**src/rtl/mips_pkg.sv**
```systemverilog
// Shared definitions for the 16-bit MIPS pipeline slice.
//   - ALU control encodings driven to the ALU
//   - fwd_sel_e: operand source chosen by the forwarding comparators
//   - ctrl_t / CTRL_BUBBLE: the registered ID/EX control word and its bubble
package mips_pkg;

  localparam logic [3:0] ALU_AND = 4'b0000;
  localparam logic [3:0] ALU_OR  = 4'b0001;
  localparam logic [3:0] ALU_ADD = 4'b0010;
  localparam logic [3:0] ALU_SUB = 4'b0110;
  localparam logic [3:0] ALU_SLT = 4'b0111;
  localparam logic [3:0] ALU_NOR = 4'b1100;

  typedef enum logic [1:0] {
    FWD_REG,
    FWD_EXMEM,
    FWD_MEMWB
  } fwd_sel_e;

  typedef struct packed {
    logic [3:0] alu_ctrl;
    logic       alu_src;
    logic       reg_write;
    logic       mem_read;
    logic       mem_write;
    logic       mem_to_reg;
    logic       valid;
  } ctrl_t;

  // A bubble is a no-op AND with every side effect disabled.
  localparam ctrl_t CTRL_BUBBLE = '{alu_ctrl: ALU_AND, default: 1'b0};

endpackage

```
**src/rtl/id_ex_stage_if.sv**
```systemverilog
// Bus between ID, the forwarding sources and the ID/EX stage.
//   slave  : the ID/EX stage (consumes ID/forward inputs, drives ALU side)
//   master : the surrounding pipeline / testbench
interface id_ex_stage_if #(
  parameter int unsigned WIDTH = 16,
  parameter int unsigned REGW  = 3
);
  logic             stall_in;
  logic             flush_in;
  logic             valid_in;
  logic [WIDTH-1:0] rsData_in;
  logic [WIDTH-1:0] rtData_in;
  logic [WIDTH-1:0] imm_in;
  logic [REGW-1:0]  rs_in;
  logic [REGW-1:0]  rt_in;
  logic [REGW-1:0]  rd_in;
  logic [3:0]       aluCtrl_in;
  logic             aluSrc_in;
  logic             regDst_in;
  logic             regWrite_in;
  logic             memRead_in;
  logic             memWrite_in;
  logic             memToReg_in;
  logic             exmemRegWrite_in;
  logic [REGW-1:0]  exmemRd_in;
  logic [WIDTH-1:0] exmemData_in;
  logic             memwbRegWrite_in;
  logic [REGW-1:0]  memwbRd_in;
  logic [WIDTH-1:0] memwbData_in;

  logic [WIDTH-1:0] a_out;
  logic [WIDTH-1:0] b_out;
  logic [3:0]       aluCtrl_out;
  logic [WIDTH-1:0] storeData_out;
  logic [REGW-1:0]  writeReg_out;
  logic             regWrite_out;
  logic             memRead_out;
  logic             memWrite_out;
  logic             memToReg_out;
  logic             valid_out;
  logic             hazard_out;

  modport slave (
    input  stall_in, flush_in, valid_in, rsData_in, rtData_in, imm_in,
           rs_in, rt_in, rd_in, aluCtrl_in, aluSrc_in, regDst_in,
           regWrite_in, memRead_in, memWrite_in, memToReg_in,
           exmemRegWrite_in, exmemRd_in, exmemData_in,
           memwbRegWrite_in, memwbRd_in, memwbData_in,
    output a_out, b_out, aluCtrl_out, storeData_out, writeReg_out,
           regWrite_out, memRead_out, memWrite_out, memToReg_out,
           valid_out, hazard_out
  );

  modport master (
    output stall_in, flush_in, valid_in, rsData_in, rtData_in, imm_in,
           rs_in, rt_in, rd_in, aluCtrl_in, aluSrc_in, regDst_in,
           regWrite_in, memRead_in, memWrite_in, memToReg_in,
           exmemRegWrite_in, exmemRd_in, exmemData_in,
           memwbRegWrite_in, memwbRd_in, memwbData_in,
    input  a_out, b_out, aluCtrl_out, storeData_out, writeReg_out,
           regWrite_out, memRead_out, memWrite_out, memToReg_out,
           valid_out, hazard_out
  );
endinterface

```
**src/rtl/id_ex_stage_forward_unit.sv**
```systemverilog
// forward_unit: combinational source/destination comparator.
//   src_in            : source register of the operand being resolved
//   exmem_we_in/rd_in : EX/MEM write enable and destination
//   memwb_we_in/rd_in : MEM/WB write enable and destination
//   sel_out           : operand source; EX/MEM (younger) beats MEM/WB,
//                       r0 is never forwarded
module forward_unit
  import mips_pkg::*;
#(
  parameter int unsigned REGW = 3
) (
  input  logic [REGW-1:0] src_in,
  input  logic            exmem_we_in,
  input  logic [REGW-1:0] exmem_rd_in,
  input  logic            memwb_we_in,
  input  logic [REGW-1:0] memwb_rd_in,
  output fwd_sel_e        sel_out
);

  always_comb begin
    sel_out = FWD_REG;
    if (src_in != '0) begin
      if (exmem_we_in && (exmem_rd_in == src_in)) begin
        sel_out = FWD_EXMEM;
      end else if (memwb_we_in && (memwb_rd_in == src_in)) begin
        sel_out = FWD_MEMWB;
      end
    end
  end

endmodule

```
**src/rtl/id_ex_stage.sv**
```systemverilog
// id_ex_stage: ID/EX pipeline register with operand forwarding.
//   clock_in : rising-edge clock
//   reset_in : synchronous active-high reset (loads a bubble)
//   bus      : id_ex_stage_if.slave -- ID operands/control, stall/flush,
//              EX/MEM and MEM/WB forwarding sources, ALU operands/control,
//              registered control and the load-use hazard flag
// Edge priority: reset > flush > stall > load.
module id_ex_stage
  import mips_pkg::*;
#(
  parameter int unsigned WIDTH = 16,
  parameter int unsigned REGW  = 3
) (
  input  logic          clock_in,
  input  logic          reset_in,
  id_ex_stage_if.slave  bus
);

  ctrl_t            ctrl_q;
  logic [REGW-1:0]  rs_q;
  logic [REGW-1:0]  rt_q;
  logic [REGW-1:0]  write_reg_q;
  logic [WIDTH-1:0] rs_data_q;
  logic [WIDTH-1:0] rt_data_q;
  logic [WIDTH-1:0] imm_q;

  fwd_sel_e         sel_a;
  fwd_sel_e         sel_b;
  logic [WIDTH-1:0] fwd_a;
  logic [WIDTH-1:0] fwd_b;

  forward_unit #(.REGW(REGW)) u_fwd_rs (
    .src_in      (rs_q),
    .exmem_we_in (bus.exmemRegWrite_in),
    .exmem_rd_in (bus.exmemRd_in),
    .memwb_we_in (bus.memwbRegWrite_in),
    .memwb_rd_in (bus.memwbRd_in),
    .sel_out     (sel_a)
  );

  forward_unit #(.REGW(REGW)) u_fwd_rt (
    .src_in      (rt_q),
    .exmem_we_in (bus.exmemRegWrite_in),
    .exmem_rd_in (bus.exmemRd_in),
    .memwb_we_in (bus.memwbRegWrite_in),
    .memwb_rd_in (bus.memwbRd_in),
    .sel_out     (sel_b)
  );

  always_comb begin
    fwd_a = rs_data_q;
    unique case (sel_a)
      FWD_EXMEM: fwd_a = bus.exmemData_in;
      FWD_MEMWB: fwd_a = bus.memwbData_in;
      default:   fwd_a = rs_data_q;
    endcase
  end

  always_comb begin
    fwd_b = rt_data_q;
    unique case (sel_b)
      FWD_EXMEM: fwd_b = bus.exmemData_in;
      FWD_MEMWB: fwd_b = bus.memwbData_in;
      default:   fwd_b = rt_data_q;
    endcase
  end

  always_ff @(posedge clock_in) begin
    if (reset_in || bus.flush_in) begin
      ctrl_q      <= CTRL_BUBBLE;
      rs_q        <= '0;
      rt_q        <= '0;
      write_reg_q <= '0;
      rs_data_q   <= '0;
      rt_data_q   <= '0;
      imm_q       <= '0;
    end else if (bus.stall_in) begin
      // Fold the current forwarded values into the held operands so a
      // producer that retires from MEM/WB during the stall is not lost.
      rs_data_q <= fwd_a;
      rt_data_q <= fwd_b;
    end else begin
      ctrl_q <= '{alu_ctrl:   bus.aluCtrl_in,
                  alu_src:    bus.aluSrc_in,
                  reg_write:  bus.regWrite_in,
                  mem_read:   bus.memRead_in,
                  mem_write:  bus.memWrite_in,
                  mem_to_reg: bus.memToReg_in,
                  valid:      bus.valid_in};
      rs_q        <= bus.rs_in;
      rt_q        <= bus.rt_in;
      write_reg_q <= bus.regDst_in ? bus.rd_in : bus.rt_in;
      rs_data_q   <= bus.rsData_in;
      rt_data_q   <= bus.rtData_in;
      imm_q       <= bus.imm_in;
    end
  end

  assign bus.a_out         = fwd_a;
  assign bus.b_out         = ctrl_q.alu_src ? imm_q : fwd_b;
  assign bus.storeData_out = fwd_b;
  assign bus.aluCtrl_out   = ctrl_q.alu_ctrl;
  assign bus.writeReg_out  = write_reg_q;
  assign bus.regWrite_out  = ctrl_q.reg_write;
  assign bus.memRead_out   = ctrl_q.mem_read;
  assign bus.memWrite_out  = ctrl_q.mem_write;
  assign bus.memToReg_out  = ctrl_q.mem_to_reg;
  assign bus.valid_out     = ctrl_q.valid;

  // Load in EX whose destination is read by the instruction now in ID.
  assign bus.hazard_out = ctrl_q.valid && ctrl_q.mem_read &&
                          (write_reg_q != '0) &&
                          ((write_reg_q == bus.rs_in) || (write_reg_q == bus.rt_in));

endmodule

```
**src/flat_wrapper.sv**
```systemverilog
// flat-port wrapper written by rule: the top's interface ports become plain ports
module id_ex_stage_flat import mips_pkg::*;
#(
  parameter int unsigned WIDTH = 16,
  parameter int unsigned REGW  = 3
)
  (clock_in, reset_in, bus_stall_in, bus_flush_in, bus_valid_in, bus_rsData_in, bus_rtData_in, bus_imm_in, bus_rs_in, bus_rt_in, bus_rd_in, bus_aluCtrl_in, bus_aluSrc_in, bus_regDst_in, bus_regWrite_in, bus_memRead_in, bus_memWrite_in, bus_memToReg_in, bus_exmemRegWrite_in, bus_exmemRd_in, bus_exmemData_in, bus_memwbRegWrite_in, bus_memwbRd_in, bus_memwbData_in, bus_a_out, bus_b_out, bus_aluCtrl_out, bus_storeData_out, bus_writeReg_out, bus_regWrite_out, bus_memRead_out, bus_memWrite_out, bus_memToReg_out, bus_valid_out, bus_hazard_out);
  id_ex_stage_if #(.WIDTH(WIDTH), .REGW(REGW)) bus_i ();
  input  logic clock_in;
  input  logic reset_in;
  input wire logic [$bits(bus_i.stall_in)-1:0] bus_stall_in;
  input wire logic [$bits(bus_i.flush_in)-1:0] bus_flush_in;
  input wire logic [$bits(bus_i.valid_in)-1:0] bus_valid_in;
  input wire logic [$bits(bus_i.rsData_in)-1:0] bus_rsData_in;
  input wire logic [$bits(bus_i.rtData_in)-1:0] bus_rtData_in;
  input wire logic [$bits(bus_i.imm_in)-1:0] bus_imm_in;
  input wire logic [$bits(bus_i.rs_in)-1:0] bus_rs_in;
  input wire logic [$bits(bus_i.rt_in)-1:0] bus_rt_in;
  input wire logic [$bits(bus_i.rd_in)-1:0] bus_rd_in;
  input wire logic [$bits(bus_i.aluCtrl_in)-1:0] bus_aluCtrl_in;
  input wire logic [$bits(bus_i.aluSrc_in)-1:0] bus_aluSrc_in;
  input wire logic [$bits(bus_i.regDst_in)-1:0] bus_regDst_in;
  input wire logic [$bits(bus_i.regWrite_in)-1:0] bus_regWrite_in;
  input wire logic [$bits(bus_i.memRead_in)-1:0] bus_memRead_in;
  input wire logic [$bits(bus_i.memWrite_in)-1:0] bus_memWrite_in;
  input wire logic [$bits(bus_i.memToReg_in)-1:0] bus_memToReg_in;
  input wire logic [$bits(bus_i.exmemRegWrite_in)-1:0] bus_exmemRegWrite_in;
  input wire logic [$bits(bus_i.exmemRd_in)-1:0] bus_exmemRd_in;
  input wire logic [$bits(bus_i.exmemData_in)-1:0] bus_exmemData_in;
  input wire logic [$bits(bus_i.memwbRegWrite_in)-1:0] bus_memwbRegWrite_in;
  input wire logic [$bits(bus_i.memwbRd_in)-1:0] bus_memwbRd_in;
  input wire logic [$bits(bus_i.memwbData_in)-1:0] bus_memwbData_in;
  output wire logic [$bits(bus_i.a_out)-1:0] bus_a_out;
  output wire logic [$bits(bus_i.b_out)-1:0] bus_b_out;
  output wire logic [$bits(bus_i.aluCtrl_out)-1:0] bus_aluCtrl_out;
  output wire logic [$bits(bus_i.storeData_out)-1:0] bus_storeData_out;
  output wire logic [$bits(bus_i.writeReg_out)-1:0] bus_writeReg_out;
  output wire logic [$bits(bus_i.regWrite_out)-1:0] bus_regWrite_out;
  output wire logic [$bits(bus_i.memRead_out)-1:0] bus_memRead_out;
  output wire logic [$bits(bus_i.memWrite_out)-1:0] bus_memWrite_out;
  output wire logic [$bits(bus_i.memToReg_out)-1:0] bus_memToReg_out;
  output wire logic [$bits(bus_i.valid_out)-1:0] bus_valid_out;
  output wire logic [$bits(bus_i.hazard_out)-1:0] bus_hazard_out;
  assign bus_i.stall_in = bus_stall_in;
  assign bus_i.flush_in = bus_flush_in;
  assign bus_i.valid_in = bus_valid_in;
  assign bus_i.rsData_in = bus_rsData_in;
  assign bus_i.rtData_in = bus_rtData_in;
  assign bus_i.imm_in = bus_imm_in;
  assign bus_i.rs_in = bus_rs_in;
  assign bus_i.rt_in = bus_rt_in;
  assign bus_i.rd_in = bus_rd_in;
  assign bus_i.aluCtrl_in = bus_aluCtrl_in;
  assign bus_i.aluSrc_in = bus_aluSrc_in;
  assign bus_i.regDst_in = bus_regDst_in;
  assign bus_i.regWrite_in = bus_regWrite_in;
  assign bus_i.memRead_in = bus_memRead_in;
  assign bus_i.memWrite_in = bus_memWrite_in;
  assign bus_i.memToReg_in = bus_memToReg_in;
  assign bus_i.exmemRegWrite_in = bus_exmemRegWrite_in;
  assign bus_i.exmemRd_in = bus_exmemRd_in;
  assign bus_i.exmemData_in = bus_exmemData_in;
  assign bus_i.memwbRegWrite_in = bus_memwbRegWrite_in;
  assign bus_i.memwbRd_in = bus_memwbRd_in;
  assign bus_i.memwbData_in = bus_memwbData_in;
  assign bus_a_out = bus_i.a_out;
  assign bus_b_out = bus_i.b_out;
  assign bus_aluCtrl_out = bus_i.aluCtrl_out;
  assign bus_storeData_out = bus_i.storeData_out;
  assign bus_writeReg_out = bus_i.writeReg_out;
  assign bus_regWrite_out = bus_i.regWrite_out;
  assign bus_memRead_out = bus_i.memRead_out;
  assign bus_memWrite_out = bus_i.memWrite_out;
  assign bus_memToReg_out = bus_i.memToReg_out;
  assign bus_valid_out = bus_i.valid_out;
  assign bus_hazard_out = bus_i.hazard_out;
  id_ex_stage #(.WIDTH(WIDTH), .REGW(REGW)) u_core (.clock_in(clock_in), .reset_in(reset_in), .bus(bus_i));
endmodule
```
**config.mk**
```make
export PLATFORM = sky130hd
export DESIGN_NAME = id_ex_stage_flat
export DESIGN_NICKNAME = d
export VERILOG_FILES = /design/src/rtl/mips_pkg.sv /design/src/rtl/id_ex_stage_if.sv /design/src/rtl/id_ex_stage_forward_unit.sv /design/src/rtl/id_ex_stage.sv /design/src/flat_wrapper.sv
export SDC_FILE = /design/constraint.sdc
export NUM_CORES = 1
export LEC_CHECK = 0
export ABC_AREA = 1
export BUFFER_PORTS_ARGS = -buffer_cell sky130_fd_sc_hd__clkbuf_2
export CAP_MARGIN = 20
export CORE_ASPECT_RATIO = 0.9
export CORE_UTILIZATION = 47
export CTS_CLUSTER_DIAMETER = 120
export CTS_CLUSTER_SIZE = 20
export DETAILED_ROUTE_END_ITERATION = 12
export GPL_TIMING_DRIVEN = 0
export PLACE_DENSITY = 0.89
export SYNTH_ARGS = -nofsm -noshare
export SYNTH_HDL_FRONTEND = slang
export SYNTH_SLANG_ARGS = --single-unit
```
**constraint.sdc**
```tcl
create_clock -name clock_in -period 2.2 [get_ports clock_in]
set_clock_uncertainty 0.2 [all_clocks]
set_input_delay 0 -clock clock_in [delete_from_list [all_inputs] [get_ports clock_in]]
set_output_delay 0 -clock clock_in [all_outputs]
set_load 0.02 [all_outputs]
```
==> results of run 1 <==
## synthesized netlist by cell type
| library cell | instances |
|---|---|
| nor2_2 | 1 |
| nand2_1 | 249 |
| buf_4 | 9 |
| clkinv_2 | 1 |
| a21oi_1 | 58 |
| nand3_1 | 13 |
| a21oi_2 | 11 |
| nor2_1 | 16 |
| buf_6 | 12 |
| o21ai_2 | 15 |
| ha_1 | 4 |
| clkbuf_1 | 3 |
| inv_2 | 1 |
| o21ai_0 | 30 |
| o21ai_1 | 47 |
| clkbuf_2 | 2 |
| nor3_1 | 2 |
| buf_8 | 2 |
| dfxtp_1 | 67 |
| xnor2_1 | 2 |
| buf_2 | 14 |
| inv_1 | 98 |
## layer usage
metal | overflow | global-route usage
met5 | 0 | 0.260
met4 | 6 | 0.725
met3 | 0 | 0.608
met2 | 4 | 0.915
met1 | 0 | 0.727
## cell families after synthesis
family	share of synthesized area
adders and majority gates	0.0122
buffers and inverters	0.171
DFF	0.328
xor gates and xnor gates	0.00428
AOI/OAI and AO/OA	0.221
and+or+nand+nor	0.263
## what timing repair did
action | in CTS
gates cloned | 10
hold endpoints to repair | 67
hold buffers | 161
pin swaps | 57
endpoints found under the setup margin | 49
gates resized for setup | 203
setup buffers | 31
## through the flow
| stage | util | setup slack (ps) | setup TNS, ps | cells |
|---|---|---|---|---|
| after floorplan | - | 171 | 0 | 657 |
| after global placement | 0.619 | -22.8 | -43.6 | 943 |
| after detailed placement | 0.619 | -46.1 | -100 | 943 |
| after CTS | 0.975 | -292 | -9460 | 1158 |
==> impl_results.md, run 1 <==
* Io pins at 173
* Register bit count reported by yosys at between 60 and 70
* Die height at 90.5 um
* Synth top area share at 0.328
* Yosys warns at 0
* GRT overflow at 10
* Cell area after placement at around 5000 um^2
* Bufs on Longest Clock Path at 2
* Largest net degree at the start of global routing at 14
* CTS sink count at 67
* Vias in the first global route at approximately 8400
* First-pass GRT wire length at approximately 50000 um
* Synth cell types at 22
* Synth top area cells: dfxtp_1 33%, nand2_1 23%, inv_1 9.0%
* Row cnt at 31
* Post-Synthesis Cells at around 660
* Leading area contributor after synthesis: dfxtp_1
* Synth Area per Inst at slightly above 6 um^2
* Clock root cell: clkbuf_8
* Gr usage total at 0.742
* Die W at 100 um
* Dpl hpwl at approximately 9500 um
* Port bufs at about 170
* Outcome: stopped before the end
* Routability cong. at approximately 0.91
* CTS HTree Levels at 3
* Num CTS Buffers at 9
* First reported error: [ERROR GRT-0116] Global routing finished with congestion. Check the congestion regions in the DRC Viewer.
* Syn_nets at 773
* Failed at: 5_1_grt
* Synthesized area at between 4000 and 5000 um^2
* Seq/Total Area, Yosys at 0.328
* Initial Util at 0.497
==> inputs of run 2 (changes only) <==
CORE_ASPECT_RATIO = unset   (was 0.9)
CORE_UTILIZATION = 32   (was 47)
CTS_CLUSTER_DIAMETER = unset   (was 120)
CTS_CLUSTER_SIZE = unset   (was 20)
PLACE_DENSITY = unset   (was 0.89)
PLACE_DENSITY_LB_ADDON = 0.15   (was unset)
==> impl_results.md, run 2 <==
* Outcome: complete, but fails checks
* Failing checks: negative setup slack
* CTS tree: built
* Commonest cells in the netlist: 249 x nand2_1, 98 x inv_1, 67 x dfxtp_1
* Post-synth EDFFs at 0 (unchanged)
* Slew Limit Fails at 0
* Total number of vias at ~5800
* Reg2reg end: u_core.rt_data_q[13]$_SDFF_PP0_
* Maximum clock rate at roughly 410 MHz
* Req. time, crit path at roughly 2000 ps
* R2R cell count at 14
* Row cnt at 40 (+29%)
* Initial Util at 0.335 (-0.162)
* WHS Path Cells at 6
* Yosys warns at 0 (unchanged)
* CP Max Fanout at 10
* Fillers at 969
* Antenna violations before repair at 0
* Worst hold slack at 31.1 ps
* Final count of hold timing violations at 0
* Synth top area share at 0.328 (unchanged)
* Syn_nets at 773 (unchanged)
* Most common cell after layout, fill and taps aside: nand2_1
* RSZ-0062 raised after global routing: yes
* Share of cells above drive strength 1 at 0.424
* Io pins at 173 (unchanged)
* Top FF cell, synth: dfxtp_1
* Die W at 115 um (+15%)
* Antenna-violating nets left at 0
* Critical R2R Launch: u_core.rt_q[1]$_SDFFE_PP0N_
* Nets at roughly 1200
* DR vias/cell at between 4 and 5
* Drt initial violations at ~330
* Setup TNS at -7030 ps
* Wire per inst at between 15 and 20 um
* Cell area after placement at 5150 um^2 (+1.3%)
* Synth top area cells: dfxtp_1 33%, nand2_1 23%, inv_1 9.0%
* Bufs on Longest Clock Path at 2 (unchanged)
* Register bit count reported by yosys at 67 (unchanged)
* Synth Area per Inst at 6.22 um^2 (unchanged)
* Core ar. at roughly 12000 um^2
* Final worst-path cycle share at 1.11
* Maximum vdd ir drop at about 0.39 mV
* Post-route DRC at 0
* Synthesized area at 4090 um^2 (unchanged)
* Port bufs at 171 (unchanged)
* Power density cells at around 460 nW/um^2
* HP Start: reset_in
* Multi-input logic area at approximately 2700 um^2
* Max_slew headroom at 0.531
* WL final at roughly 18000 um
* Critical Path Sink Type: output pin
* Post-Synthesis Cells at 657 (unchanged)
* Static Leak at around 4.2 nW
* Largest net degree at the start of global routing at 14
* Vias in the first global route at roughly 5600
* Worst skew pair latency at 340 ps
* Die height at 115 um (+27%)
* Worst hold endpoint: u_core.rt_data_q[1]$_SDFF_PP0_
* Clock root cell: clkbuf_16
* CTS sink count at 67 (unchanged)
* R2R setup slack at 20 ps
* Worst slew pin tran at between 700 and 800 ps
* GRT overflow at 0
* Crit Path Class: flip-flop to output pin
* Count leader, synth: nand2_1
* Area of all placed cells without fillers at roughly 8600 um^2
* Total power at around 0.0039 W
* Period minus WS final at around 2400 ps
* Dpl hpwl at 10600 um (+11%)
* Syn-to-layout area delta at 109%
* Synth cell types at 22 (unchanged)
* Crit path DAT at roughly 2200 ps
* Worst setup SP type: flip-flop
* HP Class: input port to flip-flop
* Initial DRT Pass Iterations at 4
* CTS HTree Levels at 3 (unchanged)
* Ant. Diodes at 0
* Largest regs: u_core.imm_q x16, u_core.rs_data_q x16, u_core.rt_data_q x16
* First-pass GRT wire length at between 20000 and 30000 um
* Final setup fails at 48
* Leading area contributor after synthesis: dfxtp_1
* Gr usage total at 0.265
* Seq/Total Area, Yosys at 0.328 (unchanged)
* Die area at 13200 um^2
* Clock-pin slew on the worst setup and hold paths at approximately 60 ps
* Routability cong. at 0.833 (-8.4%)
* Register area at approximately 1400 um^2
* Max Cap Violations at 0
* Final worst slack at -237 ps
* Num CTS Buffers at 9 (unchanged)
* Pre-CTS setup slack at -66.4 ps (-20.3 ps)
* Most frequent cells in the layout: 179 x nand2_1, 163 x dlygate4sd3_1, 126 x clkbuf_2
* Post-synthesis async set-or-reset flop share at 0 (unchanged)
[run 2: cell families (layout without fill, tap and decap cells)]
logic type	count (synthesis)	after routing	share of synthesized area
AOI/OAI and AO/OA	161	161	0.221
xor gates and xnor gates	2	2	0.00428
adders and majority gates	4	4	0.0122
buffers and inverters	142	527	0.171
DFF	67	67	0.328
and+or+nand+nor	281	281	0.263
[run 2: routing by layer]
layer,track usage,wire [um],up-vias,share of wire
met5,0,0,-,0
met4,0.133,627,0,0.034
met3,0.0696,1210,63,0.066
met2,0.475,9220,238,0.51
met1,0.287,7200,2703,0.39
li1,-,-,2791,-
[run 2: how the worst max path moves through the flow]
stage,startpoint,end,slack [ps],cells past startpoint
final,u_core.rt_q[1]$_SDFFE_PP0N_,bus_b_out[14],-240,12
after global routing,u_core.rt_q[1]$_SDFFE_PP0N_,bus_b_out[14],-340,12
after CTS,u_core.rt_q[0]$_SDFFE_PP0N_,bus_b_out[4],-260,15
after detailed placement,u_core.rt_q[0]$_SDFFE_PP0N_,bus_b_out[4],-70,13
after global placement,u_core.rt_q[0]$_SDFFE_PP0N_,bus_b_out[9],-80,13
after floorplan,u_core.rt_q[0]$_SDFFE_PP0N_,bus_b_out[0],170,12
[run 2: critical path, stage by stage, from the launching register on]
cell and delay, ps:
dfxtp_4 370, inv_4 70, nand2_1 70, nand2_2 90, nand3_1 80, nor2_1 100
nand2_1 100, ha_4 380, buf_8 160, nand2_1 110, o21ai_4 120, o21ai_2 100
buf_6 130
[run 2: per-stage QoR]
stage                      util  cells
after floorplan               -    657
after global placement    0.422    996
after detailed placement  0.422    996
after CTS                 0.659   1206
after global routing      0.701   1210
final                     0.701   1210
[run 2: repair_timing]
action / CTS / global route
pin swaps: 35 / 42
buffers inserted: 27 / 10
gates resized for setup: 188 / 166
hold buffers: 163 / 0
setup endpoints to repair: 52 / 58
hold endpoints to repair: 67 / 0
gates cloned: 7 / 1
[run 2: cell type report]
class                           count  share of cell area
Inverter                          100              0.0449
Clock buffer                        9              0.0263
Sequential cell                    67               0.159
Clock inverter                      7             0.00628
Multi-Input combinational cell    448               0.318
Buffer                             38              0.0402
Tap cell                          168              0.0246
Timing Repair Buffer              373               0.381
[run 2: power by group]
group	switching (W)	internal [W]	total, W
Clock	0.000604	0.000768	0.00137
Combinational	0.000609	0.000634	0.00124
Sequential	0.0000271	0.00126	0.00129
Total	0.00124	0.00266	0.00390
No activity file was read; power rests on OpenSTA's default activity.
